`src/rtl/dsp48a1_pkg.sv`:
```
// Shared constants and types for sequencing a DSP48A1 slice as a multiply-accumulate engine.
package dsp48a1_pkg;

   localparam int unsigned DATA_W     = 18;
   localparam int unsigned P_W        = 48;
   localparam int unsigned OPMODE_W   = 8;
   localparam int unsigned MUL_STAGES = 2;
   localparam int unsigned P_STAGES   = 1;

   localparam logic [1:0]  OPM_X_M    = 2'b01;
   localparam logic [1:0]  OPM_Z_ZERO = 2'b00;
   localparam logic [1:0]  OPM_Z_P    = 2'b10;
   localparam int unsigned OPM_SUB    = 7;

   typedef enum logic [1:0] {IDLE, RUN, DRAIN, DONE} state_t;

   typedef struct packed {
      logic valid;
      logic last;
   } vtag_t;

   // First product of a job starts from Z=0, later ones accumulate onto P.
   function automatic logic [OPMODE_W-1:0] opmode_for(input logic first, input logic sub);
      logic [OPMODE_W-1:0] opm;
      opm          = '0;
      opm[1:0]     = OPM_X_M;
      opm[3:2]     = first ? OPM_Z_ZERO : OPM_Z_P;
      opm[OPM_SUB] = sub;
      return opm;
   endfunction

endpackage

```
`src/rtl/dsp48a1_mac_vpipe.sv`:
```
// Valid/last tag shift pipe tracking operand pairs through the DSP A1/B1 and M stages.
module dsp48a1_mac_vpipe
   import dsp48a1_pkg::*;
(
   input  logic CLK,
   input  logic RSTB,
   input  logic flush,
   input  logic tag_valid,
   input  logic tag_last,
   output logic v1,
   output logic v2,
   output logic last2
);

   vtag_t pipe_q [MUL_STAGES];

   always_ff @(posedge CLK or posedge RSTB) begin
      if (RSTB) begin
         for (int i = 0; i < int'(MUL_STAGES); i++) pipe_q[i] <= '0;
      end else if (flush) begin
         for (int i = 0; i < int'(MUL_STAGES); i++) pipe_q[i] <= '0;
      end else begin
         pipe_q[0] <= '{valid: tag_valid, last: tag_last};
         for (int i = 1; i < int'(MUL_STAGES); i++) pipe_q[i] <= pipe_q[i-1];
      end
   end

   assign v1    = pipe_q[0].valid;
   assign v2    = pipe_q[MUL_STAGES-1].valid;
   assign last2 = pipe_q[MUL_STAGES-1].last;

endmodule

```
`src/rtl/dsp48a1_mac_sequencer.sv`:
```
// Streams N operand pairs through one DSP48A1 slice and returns the 48-bit sum of products.
module dsp48a1_mac_sequencer
   import dsp48a1_pkg::*;
#(
   parameter int unsigned LEN_W = 16
) (
   input  logic                CLK,
   input  logic                RSTB,
   input  logic                abort,
   input  logic                start_valid,
   output logic                start_ready,
   input  logic [LEN_W-1:0]    start_len,
   input  logic                start_sub,
   input  logic                in_valid,
   output logic                in_ready,
   input  logic [DATA_W-1:0]   in_a,
   input  logic [DATA_W-1:0]   in_b,
   output logic [DATA_W-1:0]   dsp_a,
   output logic [DATA_W-1:0]   dsp_b,
   output logic [OPMODE_W-1:0] dsp_opmode,
   output logic                dsp_cea,
   output logic                dsp_ceb,
   output logic                dsp_cem,
   output logic                dsp_cep,
   input  logic [P_W-1:0]      dsp_p,
   output logic                res_valid,
   input  logic                res_ready,
   output logic [P_W-1:0]      res_data,
   output logic                busy
);

   state_t              state_q, state_d;
   logic [LEN_W-1:0]    rem_q;
   logic                sub_q, first_q;
   logic                accept, last_accept;
   logic                v1, v2, last2, p_done;
   logic [P_STAGES-1:0] p_last_q;

   // abort outranks an accept in the same cycle
   assign accept      = in_valid & in_ready & ~abort;
   assign last_accept = accept & (rem_q == LEN_W'(1));

   assign start_ready = (state_q == IDLE);
   assign in_ready    = (state_q == RUN) && (rem_q != '0);
   assign busy        = (state_q != IDLE);
   assign res_valid   = (state_q == DONE);
   assign dsp_a       = in_a;
   assign dsp_b       = in_b;
   assign dsp_cea     = accept;
   assign dsp_ceb     = accept;
   assign dsp_cem     = v1;
   assign dsp_cep     = v2;
   assign p_done      = p_last_q[P_STAGES-1];

   dsp48a1_mac_vpipe u_vpipe (
      .CLK       (CLK),
      .RSTB      (RSTB),
      .flush     (abort),
      .tag_valid (accept),
      .tag_last  (last_accept),
      .v1        (v1),
      .v2        (v2),
      .last2     (last2)
   );

   always_ff @(posedge CLK or posedge RSTB) begin
      if (RSTB) state_q <= IDLE;
      else      state_q <= state_d;
   end

   always_comb begin
      state_d = state_q;
      if (abort) begin
         state_d = IDLE;
      end else begin
         unique case (state_q)
            IDLE:    if (start_valid) state_d = (start_len == '0) ? DONE : RUN;
            RUN:     if (last_accept) state_d = DRAIN;
            DRAIN:   if (p_done)      state_d = DONE;
            DONE:    if (res_ready)   state_d = IDLE;
            default: state_d = IDLE;
         endcase
      end
   end

   // Job bookkeeping, OPMODE for the pair entering stage 1, and result capture.
   always_ff @(posedge CLK or posedge RSTB) begin
      if (RSTB) begin
         rem_q      <= '0;
         sub_q      <= 1'b0;
         first_q    <= 1'b0;
         dsp_opmode <= '0;
         res_data   <= '0;
         p_last_q   <= '0;
      end else begin
         p_last_q <= abort ? '0 : P_STAGES'({p_last_q, v2 & last2});
         if (!abort) begin
            if (state_q == IDLE && start_valid) begin
               rem_q   <= start_len;
               sub_q   <= start_sub;
               first_q <= 1'b1;
               if (start_len == '0) res_data <= '0;
            end
            if (accept) begin
               rem_q      <= rem_q - LEN_W'(1);
               first_q    <= 1'b0;
               dsp_opmode <= opmode_for(first_q, sub_q);
            end
            if (state_q == DRAIN && p_done) res_data <= dsp_p;
         end
      end
   end

endmodule

```
`config.mk`:
```
export PLATFORM = sky130hd
export DESIGN_NAME = dsp48a1_mac_sequencer
export DESIGN_NICKNAME = d
export VERILOG_FILES = /design/src/rtl/dsp48a1_pkg.sv /design/src/rtl/dsp48a1_mac_vpipe.sv /design/src/rtl/dsp48a1_mac_sequencer.sv
export SDC_FILE = /design/constraint.sdc
export NUM_CORES = 1
export LEC_CHECK = 0
export BUFFER_PORTS_ARGS = -buffer_cell sky130_fd_sc_hd__buf_2
export CAP_MARGIN = 25
export CORE_ASPECT_RATIO = 0.75
export CORE_UTILIZATION = 49
export DETAILED_ROUTE_END_ITERATION = 16
export PLACE_DENSITY_LB_ADDON = 0.15
export SYNTH_ARGS = -nofsm -noshare
export SYNTH_HDL_FRONTEND = slang
export SYNTH_SLANG_ARGS = --single-unit
```
`constraint.sdc`:
```
create_clock -name CLK -period 5.35 [get_ports CLK]
set_input_delay 1.07 -clock CLK [delete_from_list [all_inputs] [get_ports CLK]]
set_output_delay 1.07 -clock CLK [all_outputs]
set_load 0.03 [all_outputs]
```
==> results.md, run 1 <==
- Flops & latches, synth: 76
- Clock power frac: about 24%
- Slowest cell on crit path: nand2_1
- Warnings, synthesis: 0
- Most common cell after layout, fill and taps aside: buf_2
- Crit path time final: 3.45 ns
- P_sw: 0.618 mW
- GRT Total Usage: a little under a quarter
- Clock sinks: 76
- Tcrit/Tclk final: between 60% and 70%
- Fin util: 60.8%
- Count of different cell masters after synthesis: 53
- Area Overhead vs Synth: 17.3%
- Post-Synth Adder-Cell Area: ~1.9%
- CTS clk-pin slew, worst paths: about 0.08 ns
- Pin count of the biggest net entering global routing: 77
- First-pass iteration count of the detailed router: 5
- Setup violators final: 0
- WL final: roughly 9.5 mm
- Sequential-to-total area share from yosys stat: roughly half
- ANT nets after route: 0
- Setup TNS: 0 ns
- Worst-skew pair later-pin latency: 0.35 ns
- Most frequent cells in the layout: buf_2 (129), nand2_1 (119), dfrtp_1 (76), nand3_1 (63), inv_1 (14)
- Crit-path max cell delay: 0.44 ns
- Mux cell area share after synthesis: less than 1%
- Static leakage: approximately 2.5 nW
- Maximum VDD drop: approximately 190 uV
- Area after DPL: ~0.0044 mm2
- Cts hold-fix bufs: 0
- Layout cells sized above 1: between 30% and 40%
- DRT iter0 DRCs: 291
- Fin. Hold Viols: 0
- Syn Area/Cell: between 9 and 10 um2
- Status: finished, final reports clean
- Final Slew Violations: 0
- Crit path required time: 4.28 ns
- Synthesized area: approximately 0.0039 mm2
- Comb power frac: roughly 28%
- CP endpoint: dsp_cea
- Rows: 27
- Io pins: between 200 and 250
- Buffers on Ports: around 130
- Largest family of logic cells by synthesized area: simple AND/OR/NAND/NOR gates
- Design area: about 0.0046 mm2
- Ant. Diodes: 0
- Crit path max fanout: 14
- CTS tree: done
- Clk buf depth: 2
- Critical R2R Capture: res_data[31]
- Gpl congestion: 0.864
- Slew at the pin closest to its max-slew limit: between 0.9 and 1 ns
- Die area: 0.00830 mm2
- Die height: ~79 um
- Internal: slightly above 1 mW
- WP data arrival: ~2.4 ns
- Final nets: ~630
- H-tree lvl count: 3
- Synth Area in Compound Gates: 9.08%
- Vias in the first global route: around 3000
- Vias: approximately 3300
- Switching share of power: roughly 38%
- Core footprint: between 0.007 and 0.008 mm2
- Cell count after synthesis: around 430
- CP cell instances: inv_1 > ha_1 > nor3b_4 > nand4_2 > nand2_1 > inv_1 > buf_2
- R2R cell count: 7
- Synth async-reset ratio: 100%
- Initial antenna violation count: 0
- Post CTS Setup Buffer Count: 0
- Number of max-cap violations: 0
- Root buffer cell: clkbuf_8
- Max Fclk: ~290 MHz
- Flop-to-flop setup slack: slightly below 3 ns
- DP HPWL: roughly 6.9 mm
- Min-delay worst type: flip-flop to flip-flop
- Remaining global-route overflow: 0
- Clk_skew: approximately 0.013 ns
- Startpoint types: flip-flop
- DRC errors left: 0
- Reg-to-reg startpoint: state_q[0]
- PostCTS Resize Cnt: 0
- Top FF cell, synth: dfrtp_1
- Die Wd: approximately 100 um
- Pwr Density: roughly 360 mW/mm2
- Simple-gate share of the synthesized area: 27.6%
- Setup crit start: rem_q[0]
- Vias per cell: about 5.4
- Total CTS buffers: 9
- Seq pwr share: a little under half
- DR WL/cell: ~15 um
- Setup Crit Path Kind: flip-flop to output pin
- Top cell by count, worst path: inv_1
- Setup crit end kind: output pin
- Fill cells: about 690
- Max-Slew Margin vs Limit: 33.4%
- Unrepaired setup endpoints after global routing: no
- EDFF count, synth: 0
- Initial core utilization: between 50% and 60%
- Xor/xnor share of the synthesized area: 0%
- Wire length of the first global-routing pass: 15.2 mm
[layout make-up]
type / instances / area [um2] / area share [%]
clock inverter: 6 / 47.5 / 1.04
multi-input combinational: 277 / 1570 / 34.4
tap: 101 / 126 / 2.77
timing repair buffer: 133 / 728 / 16.0
sequential: 76 / 1900 / 41.7
inverter: 15 / 56.3 / 1.24
clock buffer: 10 / 128 / 2.80
[synth_stat cells (all sizes together), types with 2 or more instances]
library cell  number  area share (%)
a211o              2            0.48
a21oi              5            0.64
and2               2            0.32
buf               54             9.8
clkbuf             8            0.77
dfrtp             76              49
ha                 6             1.9
inv               15             1.4
nand2            119              11
nand2b             2            0.32
nand3             63             8.1
nand4              3            0.64
nor2               2            0.19
nor2b              2            0.32
nor3               7            0.90
nor3b              2            0.68
nor4               8             2.1
o211ai             9             1.7
o21ai              7            0.90
o2bb2ai            2            0.45
o311ai             4            0.90
o41ai              2            0.45
or4                6             1.4
[per-stage QoR]
stage / total power, mW / worst slack, ns / cells / hold slack (ns)
final: 1.64 / 1.90 / 618 / 0.459
after CTS: 1.64 / 1.87 / 617 / 0.469
after global placement: 1.23 / 1.93 / 599 / 0.445
after global routing: 1.74 / 1.70 / 618 / 0.476
after floorplan: 1.17 / 2.25 / 430 / 0.433
after detailed placement: 1.24 / 2.10 / 601 / 0.450
[registers in the layout, indices dropped and copies added, names as in the netlist]
name / flops
dsp_opmode: 3
first_q: 1
p_done: 1
rem_q: 16
res_data: 48
state_q: 2
sub_q: 1
u_vpipe.last2: 1
u_vpipe.pipe_q: 1
u_vpipe.v1: 1
u_vpipe.v2: 1
[power by group through the flow]
| stage | combinational [mW] | clock (mW) | sequential [mW] |
|---|---|---|---|
| 2_1_floorplan | 0.390 | 0 | 0.781 |
| 3_3_place_gp | 0.449 | 0 | 0.782 |
| 3_5_place_dp | 0.457 | 0 | 0.787 |
| 4_1_cts | 0.458 | 0.408 | 0.778 |
| 5_1_grt | 0.504 | 0.435 | 0.799 |
| 6_report | 0.462 | 0.396 | 0.780 |
[cell families (layout without fill, tap and decap cells)]
logic type,after synthesis,count (layout)
flops,76,76
mux,1,1
simple gates,222,222
fa+ha+maj,6,6
buf+inv,77,164
compound gates,43,43
other cells,1,5
[critical path, delay by kind of cell, from the launching register on]
family	cells	cell delay (ns)
adder cells (fa/ha/maj)	1	0.22
AND/OR/NAND/NOR	3	0.98
flip-flops	1	0.42
buffers and inverters	3	0.39
[how the worst min path moves through the flow]
| stage | from | to | slack [ns] | cells after the start |
|---|---|---|---|---|
| floorplan | sub_q | dsp_opmode[7] | 0.43 | 2 |
| global placement | res_data[11] | res_data[11] | 0.44 | 2 |
| detailed placement | res_data[19] | res_data[19] | 0.45 | 2 |
| CTS | res_data[38] | res_data[38] | 0.47 | 2 |
| global route | u_vpipe.pipe_q[2] | u_vpipe.last2 | 0.48 | 1 |
| finish | u_vpipe.pipe_q[2] | u_vpipe.last2 | 0.46 | 1 |
[metal layers]
layer / track usage (%) / routed length (um)
met1: 32.6 / 4300
met2: 34.9 / 4260
met3: 7.39 / 722
met4: 9.15 / 263
met5: 0 / 0
Power figures use the tool's default switching activity.
==> run 2, diff against run 1 <==
--- a/config.mk
+++ b/config.mk
@@ -8,7 +8,7 @@
 export BUFFER_PORTS_ARGS = -buffer_cell sky130_fd_sc_hd__buf_2
 export CAP_MARGIN = 25
 export CORE_ASPECT_RATIO = 0.75
-export CORE_UTILIZATION = 49
+export CORE_UTILIZATION = 41
 export DETAILED_ROUTE_END_ITERATION = 16
 export PLACE_DENSITY_LB_ADDON = 0.15
 export SYNTH_ARGS = -nofsm -noshare
==> constraint.sdc (replaced) <==
create_clock -name CLK -period 3 [get_ports CLK]
set_input_delay 0.6 -clock CLK [delete_from_list [all_inputs] [get_ports CLK]]
set_output_delay 0.6 -clock CLK [all_outputs]
set_load 0.03 [all_outputs]
==> run 2 against run 1 <==
  * Flip-flop and latch count stayed put
  * Routed wire length is 1.7% higher
  * Clock-buffer cell count is 1 higher
  * Global-route usage is 3.2 points lower
  * First-iteration DRC count is 16% lower
  * Total power is 100% higher
==> results.md, run 2 (synthesized netlist as in run 1, its figures left out) <==
- Slew at the pin closest to its max-slew limit: 0.514 ns (-0.486 ns)
- Die Wd: 114 um (+9.1%)
- Design area: 0.00470 mm2 (+3.2%)
- PostCTS Resize Cnt: 0 (unchanged)
- Most frequent cells in the layout: buf_2 (129), nand2_1 (119), dfrtp_1 (76), nand3_1 (63), inv_1 (14)
- Vias: 3297 (-0.60%)
- Number of flip-flops in the largest register: 48 (unchanged)
- Pwr Density: 706 mW/mm2 (+97%)
- Setup crit end kind: output pin
- Clk_skew: 0.00642 ns (-0.00645 ns)
- Maximum VDD drop: 409 uV (+120%)
- Largest regs: res_data x48, rem_q x16, dsp_opmode x3
- Buffers on Ports: 129 (unchanged)
- Max Fclk: around 370 MHz
- Worst-skew pair later-pin latency: 0.33 ns (-0.02 ns)
- CTS tree: done
- Rows: 30 (+11%)
- Area after DPL: 0.00440 mm2 (+1.1%)
- Post-Place Worst Slack: 0.611 ns (-1.49 ns)
- Post CTS Setup Buffer Count: 0 (unchanged)
- Crit path max fanout: 6 (-8)
- Fin. Hold Viols: 0 (unchanged)
- Gpl congestion: 0.851 (-1.6%)
- Max-Slew Margin vs Limit: 65.7% (+32 points)
- Ant. Diodes: 0 (unchanged)
- Clock sinks: 76 (unchanged)
- Wire length of the first global-routing pass: 15.5 mm (+1.5%)
- Die area: 0.00988 mm2 (+19%)
- Die height: 86.3 um (+9.1%)
- Most common cell after layout, fill and taps aside: buf_2
- Setup TNS: 0 ns (unchanged)
- Largest register by flop count: res_data
- Setup Crit Path Kind: flip-flop to output pin
- Core footprint: 0.00912 mm2 (+22%)
- Clk buf depth: 2 (unchanged)
- DRC errors left: 0 (unchanged)
- Total CTS buffers: 9 (unchanged)
- Final nets: 627 (+0.32%)
- WP data arrival: 2.08 ns (-0.30 ns)
- Pin count of the biggest net entering global routing: 77 (unchanged)
- Root buffer cell: clkbuf_16
- Vias in the first global route: 3001 (-0.33%)
- Vias per cell: 5.10 (-4.9%)
- Initial antenna violation count: 0 (unchanged)
- Static leakage: 2.57 nW (+2.9%)
- WL final: 9.71 mm (+1.7%)
- H-tree lvl count: 3 (unchanged)
- GRT Total Usage: 20.4% (-3.2 points)
- Setup violators final: 0 (unchanged)
- Unrepaired setup endpoints after global routing: no
- ANT nets after route: 0 (unchanged)
- Layout cells sized above 1: 32.2% (+0.32 points)
- First-pass iteration count of the detailed router: 4 (-1)
- Crit path required time: 2.40 ns (-1.88 ns)
- DP HPWL: 6.87 mm (+0.19%)
- Crit path time final: approximately 2.7 ns
- Startpoint types: flip-flop
- Status: finished, final reports clean
- CTS clk-pin slew, worst paths: 0.06 ns (-0.02 ns)
- DRT iter0 DRCs: 244 (-16%)
- Min-delay worst type: input port to async pin
- Cts hold-fix bufs: 0 (unchanged)
- DR WL/cell: 15.0 um (-2.7%)
- Remaining global-route overflow: 0 (unchanged)
- Number of max-cap violations: 0 (unchanged)
- Initial core utilization: 42.6% (-9.2 points)
- Final worst setup slack: 0.316 ns (-1.59 ns)
- Final Slew Violations: 0 (unchanged)
- Fill cells: 876 (+27%)
- Area Overhead vs Synth: 21.1%
- Tcrit/Tclk final: about nine tenths
- Io pins: 207 (unchanged)
[run 2: path summary, 6_finish.rpt]
check / depth (start not counted) / slack, ns / to / start
hold reg to reg: 2 / 0.46 / res_data[30] / res_data[30]
hold / removal: 3 / 0.33 / first_q / RSTB
setup reg to reg: 8 / 0.73 / rem_q[15] / rem_q[0]
setup / recovery: 7 / 0.32 / dsp_ceb / rem_q[0]
min in group CLK: 2 / 0.46 / res_data[30] / res_data[30]
max in group asynchronous: 3 / 2.33 / res_data[4] / RSTB
[run 2: critical path: stages (launching register included)]
cell and delay, ns:
dfrtp_1 0.42, inv_1 0.09, ha_1 0.22, nor3b_4 0.31, nand4_2 0.24, nand2_1 0.22, inv_1 0.07, buf_2 0.18
[run 2: area by class of cell]
type                       count  area [um2]  area share [%]
clock buffer                  11         253            5.37
clock inverter                 4        48.8            1.04
inverter                      15        56.3            1.20
multi-input combinational    277        1570            33.4
sequential                    76        1900            40.4
tap                          128         160            3.40
timing repair buffer         135         716            15.2
[run 2: report_power, final]
group | switching (mW) | internal (mW) | total (mW)
sequential | 0.221 | 1.18 | 1.40
combinational | 0.490 | 0.342 | 0.832
clock | 0.410 | 0.683 | 1.09
[run 2: stage by stage]
stage | total power, mW | util, % | hold slack, ns | std cells
floorplan | 2.09 | - | 0.433 | 430
CTS | 3.35 | 51.6 | 0.366 | 646
finish | 3.32 | 51.6 | 0.331 | 646
detailed placement | 2.24 | 48.3 | 0.450 | 631
global route | 3.52 | 51.6 | 0.377 | 646
global placement | 2.21 | 48.3 | 0.445 | 631
[run 2: layer usage]
| metal | vias to the layer above | part of all wire (%) | track usage (%) |
|---|---|---|---|
| met4 | 0 | 3.0 | 9.80 |
| met3 | 34 | 6.2 | 5.17 |
| met5 | - | 0 | 0 |
| met2 | 122 | 43 | 29.0 |
| li1 | 1595 | - | - |
| met1 | 1546 | 48 | 29.1 |
==> run 3, diff against run 2 <==
--- a/config.mk
+++ b/config.mk
@@ -8,9 +8,10 @@
 export BUFFER_PORTS_ARGS = -buffer_cell sky130_fd_sc_hd__buf_2
 export CAP_MARGIN = 25
 export CORE_ASPECT_RATIO = 0.75
-export CORE_UTILIZATION = 41
+export CORE_UTILIZATION = 49
 export DETAILED_ROUTE_END_ITERATION = 16
 export PLACE_DENSITY_LB_ADDON = 0.15
+export SLEW_MARGIN = 20
 export SYNTH_ARGS = -nofsm -noshare
 export SYNTH_HDL_FRONTEND = slang
 export SYNTH_SLANG_ARGS = --single-unit
==> constraint.sdc (replaced) <==
create_clock -name CLK -period 3.46 [get_ports CLK]
set_input_delay 0.692 -clock CLK [delete_from_list [all_inputs] [get_ports CLK]]
set_output_delay 0.692 -clock CLK [all_outputs]
set_load 0.03 [all_outputs]
==> run 3 against run 2 <==
  * Routed wire length shrank 1.6%
  * Critical path depth is the same
  * Cell count shrank 4.0%
  * Worst setup slack gained 0.28 ns
  * Design area shrank 2.8%
  * Sequential share of layout area grew 1.2 points
  * Largest power group unchanged
==> results.md, run 3 (synthesized netlist as in run 1, its figures left out) <==
- Final Power: 2.63 mW (-21%)
- DRC errors left: 0 (unchanged)
- Final Slew Violations: 0 (unchanged)
- Pin count of the biggest net entering global routing: 77 (unchanged)
- Largest register by flop count: res_data
- Number of max-cap violations: 0 (unchanged)
- Unrepaired setup endpoints after global routing: no
- Max-Slew Margin vs Limit: 56.5% (-9.2 points)
- Reg-to-reg startpoint: rem_q[0]
- Initial core utilization: 51.8% (+9.2 points)
- Fin util: 61.0% (+9.4 points)
- Vias in the first global route: 3020 (+0.63%)
- Rows: 27 (-10%)
- Die Wd: 105 um (-8.4%)
- Setup crit start: rem_q[0]
- Slowest cell on crit path: dfrtp_1
- DRT iter0 DRCs: 195 (-20%)
- Io pins: 207 (unchanged)
- PostCTS Resize Cnt: 0 (unchanged)
- Vias per cell: 5.34 (+4.6%)
- Clk_skew: 0.00979 ns (+0.00338 ns)
- Worst-skew pair later-pin latency: 0.35 ns (+0.02 ns)
- Min-delay worst type: input port to async pin
- Total CTS buffers: 9 (unchanged)
- Crit path required time: 2.77 ns (+0.37 ns)
- Slew at the pin closest to its max-slew limit: 0.651 ns (+0.137 ns)
- Core footprint: 0.00750 mm2 (-18%)
- Post CTS Setup Buffer Count: 0 (unchanged)
- Area Overhead vs Synth: 17.6%
- Die height: 79.1 um (-8.3%)
- WP data arrival: 2.17 ns (+0.09 ns)
- First-pass iteration count of the detailed router: 4 (unchanged)
- Most frequent cells in the layout: buf_2 (129), nand2_1 (119), dfrtp_1 (76), nand3_1 (63), inv_1 (14)
- Final worst setup slack: 0.599 ns (+0.283 ns)
- Static leakage: 2.51 nW (-2.1%)
- Setup Crit Path Kind: flip-flop to output pin
- Final nets: 627 (unchanged)
- Max Fclk: 349 MHz
- Fin. Hold Viols: 0 (unchanged)
- Pwr Density: 576 mW/mm2 (-18%)
- Most common cell after layout, fill and taps aside: buf_2
- Clock sinks: 76 (unchanged)
- Initial antenna violation count: 0 (unchanged)
- DP HPWL: 6.83 mm (-0.65%)
- Top cell by count, worst path: inv_1
- CTS clk-pin slew, worst paths: 0.09 ns (+0.03 ns)
- H-tree lvl count: 3 (unchanged)
- DR WL/cell: 15.4 um (+2.5%)
- Setup crit end kind: output pin
- Crit path max fanout: 6 (unchanged)
- WL final: 9.55 mm (-1.6%)
- Startpoint types: flip-flop
- Largest regs: res_data x48, rem_q x16, dsp_opmode x3
- Status: finished, final reports clean
- Layout cells sized above 1: 32.4% (+0.13 points)
- Setup TNS: 0 ns (unchanged)
- Wire length of the first global-routing pass: 15.2 mm (-2.0%)
- ANT nets after route: 0 (unchanged)
- GRT Total Usage: 23.5% (+3.1 points)
- CP cell instances: inv_1 > ha_1 > nor3b_4 > nand4_2 > nand2_1 > inv_1 > buf_2
- Cts hold-fix bufs: 0 (unchanged)
- Maximum VDD drop: 328 uV (-20%)
- Number of flip-flops in the largest register: 48 (unchanged)
- Clk buf depth: 2 (unchanged)
- Tcrit/Tclk final: roughly 83%
- CP delay by family, top: simple AND/OR/NAND/NOR gates
- Buffers on Ports: 129 (unchanged)
- Crit path time final: about 2.9 ns
- Crit-path max cell delay: 0.43 ns (about the same)
- Root buffer cell: clkbuf_8
- Vias: 3310 (+0.39%)
- Ant. Diodes: 0 (unchanged)
- Remaining global-route overflow: 0 (unchanged)
- Post-Place Worst Slack: 0.822 ns (+0.211 ns)
- CP Buf/Inv Count: 3 (unchanged)
- Gpl congestion: 0.915 (+7.6%)
- Die area: 0.00830 mm2 (-16%)
- Setup violators final: 0 (unchanged)
- CTS tree: done
==> run 3: metal layers <==
| layer | wire [um] | GRT usage, % |
|---|---|---|
| met5 | 0 | 0 |
| met4 | 241 | 8.17 |
| met3 | 733 | 6.90 |
| met2 | 4430 | 36.1 |
| met1 | 4140 | 31.8 |
==> run 3: final timing paths <==
check | end | slack [ns] | cells past startpoint
worst max-delay path | dsp_ceb | 0.60 | 7
worst min-delay path | res_data[25] | 0.33 | 3
worst max register to register | rem_q[15] | 1.15 | 8
worst min register to register | res_data[18] | 0.47 | 2
max in group asynchronous | res_data[39] | 2.56 | 4
min in group CLK | res_data[18] | 0.47 | 2
==> run 3: final cells by class <==
type                            count  area, um2
Inverter                           15       56.3
Timing Repair Buffer              135        711
Fill cell                         704       2930
Clock buffer                       10        138
Sequential cell                    76       1900
Multi-Input combinational cell    277       1570
Clock inverter                      6       70.1
Tap cell                          101        126
==> run 3: stage by stage <==
step / cell area, um2 / cells / hold WS [ns]
final: 4570 / 620 / 0.335
after global routing: 4570 / 620 / 0.338
after CTS: 4540 / 619 / 0.469
after detailed placement: 4340 / 603 / 0.449
after global placement: 4340 / 603 / 0.444
after floorplan: 3900 / 430 / 0.433
==> run 3: power by group <==
part	internal (mW)	switching, mW	leakage [nW]
registers	1.02	0.189	1.02
clock network	0.358	0.347	0.0955
logic	0.295	0.427	1.40
total	1.67	0.962	2.51
==> run 3: worst min-delay path, delay by kind of cell <==
family | cells | cell delay [ns]
buffers and inverters | 3 | 0.38
